### src/rtl/morse_key_classifier.sv
// Morse key front end: sync, debounce, press timing and word-gap detection.
// Define MORSE_ABORT_EN to let a very long press cancel the current word.
module morse_key_classifier #(
  parameter int DEBOUNCE_CYCLES = 16,
  parameter int DOT_MAX_CYCLES  = 12500000,
  parameter int GAP_CYCLES      = 37500000,
  parameter int MAX_SYMBOLS     = 5,
  parameter int ABORT_CYCLES    = 100000000
) (
  input  logic       clock,
  input  logic       reset,
  input  logic       enable,
  input  logic       user_input,
  output logic       ld_dot,
  output logic       ld_line,
  output logic       word_done,
  output logic [2:0] symbol_count,
  output logic       key_clean
);

`ifdef MORSE_ABORT_EN
  localparam int PRESS_SAT = ABORT_CYCLES;
`else
  localparam int PRESS_SAT = DOT_MAX_CYCLES;
`endif
  localparam int PW  = $clog2(PRESS_SAT + 1);
  localparam int GW  = (GAP_CYCLES > 1) ? $clog2(GAP_CYCLES) : 1;
  localparam int DBW = (DEBOUNCE_CYCLES > 1) ? $clog2(DEBOUNCE_CYCLES) : 1;

  localparam logic [PW-1:0]  PRESS_MAX = PW'(PRESS_SAT);
  localparam logic [PW-1:0]  DOT_V     = PW'(DOT_MAX_CYCLES);
  localparam logic [GW-1:0]  GAP_LAST  = GW'(GAP_CYCLES - 1);
  localparam logic [DBW-1:0] DB_LAST   = DBW'(DEBOUNCE_CYCLES - 1);
  localparam logic [2:0]     SYM_LAST  = 3'(MAX_SYMBOLS - 1);

  // An abort threshold at or below the dot limit could never be told apart from a line.
  if (ABORT_CYCLES <= DOT_MAX_CYCLES) begin : g_bad_abort
    $error("ABORT_CYCLES must exceed DOT_MAX_CYCLES");
  end

  typedef enum logic [1:0] {IDLE, PRESS, GAP, FULL} state_t;

  state_t         state, state_n;
  logic [1:0]     sync_q;
  logic [DBW-1:0] db_cnt;
  logic           key_clean_q;
  logic [PW-1:0]  press_cnt, press_n;
  logic [GW-1:0]  gap_cnt, gap_n;
  logic [2:0]     sym_n;
  logic           dot_n, line_n, done_n;
  logic           kc_rise, kc_fall, aborted;

  always_ff @(posedge clock or posedge reset) begin
    if (reset) begin
      sync_q      <= '0;
      db_cnt      <= '0;
      key_clean   <= 1'b0;
      key_clean_q <= 1'b0;
    end else begin
      sync_q      <= {sync_q[0], user_input};
      key_clean_q <= key_clean;
      if (sync_q[1] == key_clean) begin
        db_cnt <= '0;
      end else if (db_cnt == DB_LAST) begin
        key_clean <= ~key_clean;
        db_cnt    <= '0;
      end else begin
        db_cnt <= db_cnt + 1'b1;
      end
    end
  end

  // Edge-based start so a key already held when enable rises is ignored.
  assign kc_rise = key_clean & ~key_clean_q;
  assign kc_fall = ~key_clean & key_clean_q;

`ifdef MORSE_ABORT_EN
  assign aborted = (press_cnt == PRESS_MAX);
`else
  assign aborted = 1'b0;
`endif

  always_ff @(posedge clock or posedge reset) begin
    if (reset) begin
      state        <= IDLE;
      press_cnt    <= '0;
      gap_cnt      <= '0;
      symbol_count <= '0;
      ld_dot       <= 1'b0;
      ld_line      <= 1'b0;
      word_done    <= 1'b0;
    end else begin
      state        <= state_n;
      press_cnt    <= press_n;
      gap_cnt      <= gap_n;
      symbol_count <= sym_n;
      ld_dot       <= dot_n;
      ld_line      <= line_n;
      word_done    <= done_n;
    end
  end

  always_comb begin
    state_n = state;
    press_n = press_cnt;
    gap_n   = gap_cnt;
    sym_n   = symbol_count;
    dot_n   = 1'b0;
    line_n  = 1'b0;
    done_n  = 1'b0;
    if (!enable) begin
      state_n = IDLE;
      press_n = '0;
      gap_n   = '0;
      sym_n   = '0;
    end else begin
      case (state)
        IDLE: begin
          if (kc_rise) begin
            state_n = PRESS;
            press_n = '0;
          end
        end
        PRESS: begin
          if (press_cnt != PRESS_MAX) press_n = press_cnt + 1'b1;
          if (aborted) sym_n = '0;
          if (kc_fall) begin
            if (aborted) begin
              state_n = IDLE;
            end else begin
              dot_n   = (press_cnt < DOT_V);
              line_n  = ~dot_n;
              sym_n   = symbol_count + 3'd1;
              gap_n   = '0;
              state_n = (symbol_count == SYM_LAST) ? FULL : GAP;
            end
          end
        end
        GAP: begin
          if (kc_rise) begin
            state_n = PRESS;
            press_n = '0;
            gap_n   = '0;
          end else if (gap_cnt == GAP_LAST) begin
            done_n  = 1'b1;
            sym_n   = '0;
            gap_n   = '0;
            state_n = IDLE;
          end else begin
            gap_n = gap_cnt + 1'b1;
          end
        end
        FULL: begin
          // Word is full: presses only hold off the timeout.
          if (key_clean) begin
            gap_n = '0;
          end else if (gap_cnt == GAP_LAST) begin
            done_n  = 1'b1;
            sym_n   = '0;
            gap_n   = '0;
            state_n = IDLE;
          end else begin
            gap_n = gap_cnt + 1'b1;
          end
        end
        default: state_n = IDLE;
      endcase
    end
  end

endmodule

### config.mk
export PLATFORM = sky130hd
export DESIGN_NAME = morse_key_classifier
export DESIGN_NICKNAME = d
export VERILOG_FILES = /design/src/rtl/morse_key_classifier.sv
export SDC_FILE = /design/constraint.sdc
export NUM_CORES = 1
export LEC_CHECK = 0
export BUFFER_PORTS_ARGS = -buffer_cell sky130_fd_sc_hd__buf_2
export CAP_MARGIN = 10
export CORE_MARGIN = 5
export CORE_UTILIZATION = 40
export CTS_CLUSTER_SIZE = 24
export DETAILED_ROUTE_END_ITERATION = 6
export GPL_TIMING_DRIVEN = 0
export PLACE_DENSITY_LB_ADDON = 0.08
export SYNTH_ARGS = -nofsm -noshare
export SYNTH_HDL_FRONTEND = slang
export SYNTH_SLANG_ARGS = --single-unit
### constraint.sdc
create_clock -name clock -period 2.85 [get_ports clock]
set_input_delay 0.57 -clock clock [delete_from_list [all_inputs] [get_ports clock]]
set_output_delay 0.57 -clock clock [all_outputs]
set_load 0.02 [all_outputs]
==> out/metrics.csv <==
stage;metric;value;unit
outcome;status;completed;
layout;fillers;829;
global_route;grt_pass1_vias;2858;
min_path;hold_start;user_input;
worst_setup_path;cp-startpoint;press_cnt[0];
timing;tightest_slew;1.07;ns
cts;cts_tree;done;
synth;yosysTopAreaCell;dfrtp_1;
timing;fin_worst_skew;0.0101;ns
synth;synthTopCellsByArea;dfrtp_1 (46%), xor2_1 (5.1%), o21ai_0 (4.8%), nor2_1 (4.5%), nand3_1 (3.9%);
floorplanning;row_count;34;
routing;wl_met1;3680;microns
timing;rsz0062_at_grt;false;
synth;synth-seq-area-share;46.1;%
timing;slew_violations;0;
synth;synth_cell_types;51;
timing;whs;0.327;ns
synth;syn_avg_cell_area;9.52;sq um
worst_setup_path;reg2reg_depth;6;
floorplanning;ios;11;
routing;wirelength;7860;microns
routing;wl_per_cell;15.4;microns
timing;fin_ws;0.582;ns
synth;synth_top_area_share;46.1;%
floorplanning;die_area;10900;sq um
layout;antennaDiodeCount;0;
global_route;antenna_found_initial;0;
cts;clk_latency;0.35;ns
synth;synth-warning-count;0;
layout;drive_above_1_share;13.5;%
placed_design;hpwl;5200;microns
placed_design;dpl_worst_slack;0.501;ns
timing;final-hold-violation-count;0;
synth;async_flop_share;100;%
placed_design;portBuffers;9;
placed_design;place_congestion;0.781;
cts;path_clk_slew;0.08;ns
global_route;grt-ovfl-total;0;
synth;synth-edff-count;0;
routing;met3RoutedLength;247;microns
power_and_ir_drop;leakagePower;1.67;nW
worst_setup_path;r2r-start;press_cnt[0];
routing;top_layer;met4;
timing;max_freq;441;MHz
timing;timing.final.crit_share;79.6;%
worst_setup_path;critPathArrivalTime;2.50;ns
floorplanning;core_area;8720;sq um
cts;ctsRootBufferMaster;clkbuf_8;
worst_setup_path;crit_type;reg2reg;
cts;hold_buffers;0;
cts;clockBufferDepth;2;
synth;synth_most_common_cell;dfrtp_1;
routing;wl_met2;3840;microns
cts;cts.repair.resized;0;
worst_setup_path;timing.rr.end;press_cnt[18];
layout;postLayoutCoreUtil;46.0;%
run;maxCapViolations;0;
routing;detail-route-antenna-nets;0;
timing;slew_headroom;28.0;%
timing;fin_setup_tns;0;ns
timing;final.min_clock_period;2.27;ns
worst_setup_path;crit_required;3.08;ns
routing;drc;0;
worst_setup_path;endpoint;press_cnt[18];
min_path;hold_class;in2reg;
power_and_ir_drop;p_per_area;516;nW/um^2
global_route;grt_pass1_wl;13600;microns
routing;first_iter_violations;113;
floorplanning;die_h;105;microns
synth;netlist_area;3580;sq um
worst_setup_path;crit_path_end_kind;register;
global_route;grt_util_all_layers;15.0;%
synth;yosys_register_bits;66;
routing;num_vias;2892;
routing;vias_per_cell;5.68;
synth;synthTopCellsByCount;dfrtp_1 (66), nor2_1 (43), o21ai_0 (34);
timing;setup_viol;0;
synth;ys.flop_type;dfrtp_1;
floorplanning;die_x;105;microns
layout;area_delta_synth_final;12.1;%
synth;synth_nets;386;
synth;netlist_instances;376;
cts;clock_sinks;66;
floorplanning;initial_utilization;41.1;%
cts;cts-htree-levels;3;
cts;cts_made_buffers;9;
cts;cts_setup_buffers;0;
worst_setup_path;ff2ff_setup_slack;0.58;ns
layout;fin_nets;406;
worst_setup_path;critical_path_peak_fanout;8;
global_route;grt_max_degree;67;
routing;dr.pass1.iters;5;
power_and_ir_drop;ir_worst_vdd;0.401;mV
worst_setup_path;cp-start-kind;register;
layout;final_cells;509;
placed_design;dp.cells;493;
-- sequential cells by signal, summed over array words and instances, names as in the netlist --
register,flops
db_cnt,4
gap_cnt,26
key_clean,1
key_clean_q,1
ld_dot,1
ld_line,1
press_cnt,24
state,2
symbol_count,3
sync_q,2
word_done,1
-- report_power, final --
| group | total (mW) | internal, mW | switching (mW) |
|---|---|---|---|
| combinational | 0.105 | 0.0332 | 0.0721 |
| sequential | 0.966 | 0.952 | 0.0140 |
| clock | 1.00 | 0.606 | 0.395 |
| total | 2.07 | 1.59 | 0.481 |
-- cells by family after synthesis --
family                     Yosys count  synth area share, %
AOI/OAI and AO/OA                   84                 16.1
adders and majority gates            6                 2.10
xor gates and xnor gates            25                 6.11
muxes                                2                0.594
and+or+nand+nor                    163                 24.4
DFF                                 66                 46.1
buffers and inverters               30                 4.58
-- layout make-up --
class | count | area [sq um] | share of cell area (%)
inverters | 14 | 55.1 | 1.37
repair buffers | 9 | 45.0 | 1.12
multi-input cells | 280 | 1770 | 44.0
plain buffers | 16 | 111 | 2.77
clock inverters | 6 | 114 | 2.84
well taps | 108 | 135 | 3.37
clock buffers | 10 | 138 | 3.43
flip-flops and latches | 66 | 1650 | 41.1
-- metal layers --
metal  track usage (%)  vias up
li1                  -     1414
met3              3.70        9
met1              18.9     1431
met2              25.3       38
met5                 0        -
met4              4.84        0
-- per-stage QoR --
| step | instance area [sq um] | power (mW) |
|---|---|---|
| finish | 4020 | 2.07 |
| floorplan | 3580 | 1.06 |
| detailed placement | 3760 | 1.09 |
| global route | 4020 | 2.16 |
| global placement | 3760 | 1.09 |
| CTS | 4020 | 2.10 |
-- worst min-delay path by stage --
| stage | cells after the start | slack, ns | endpoint |
|---|---|---|---|
| finish | 1 | 0.33 | sync_q[0] |
| global route | 1 | 0.32 | sync_q[0] |
| CTS | 1 | 0.31 | sync_q[0] |
| detailed placement | 0 | 0.34 | sync_q[1] |
| global placement | 0 | 0.33 | sync_q[1] |
| floorplan | 0 | 0.33 | sync_q[1] |
-- worst max-delay path, cell delays in order (launching register included) --
cell and delay, ns:
dfrtp_1 0.47, ha_1 0.26, nand4_1 0.32, nor4_2 0.69, a31oi_1 0.16, o21ai_0 0.17, o31ai_1 0.09
-- placed cells by master (no fill, tap or decap), drive strengths merged, types with 2 or more instances in the layout --
| cell | count |
|---|---|
| nand2b | 4 |
| clkinvlp | 2 |
| nor2b | 6 |
| bufinv | 3 |
| nor3 | 5 |
| nor2 | 44 |
| dfrtp | 66 |
| a21oi | 12 |
| and3 | 5 |
| a31oi | 8 |
| nand2 | 24 |
| or2 | 2 |
| inv | 14 |
| or3 | 2 |
| xnor2 | 4 |
| o21ai | 34 |
| nand3 | 28 |
| xor2 | 21 |
| or4 | 3 |
| a2111oi | 2 |
| nand4 | 17 |
| o31ai | 15 |
| buf | 20 |
| nor4 | 10 |
| nor3b | 3 |
| nand4b | 2 |
| nand3b | 3 |
| and4 | 2 |
| ha | 6 |
| o41ai | 5 |
| clkbuf | 15 |
Power figures use the tool's default switching activity.
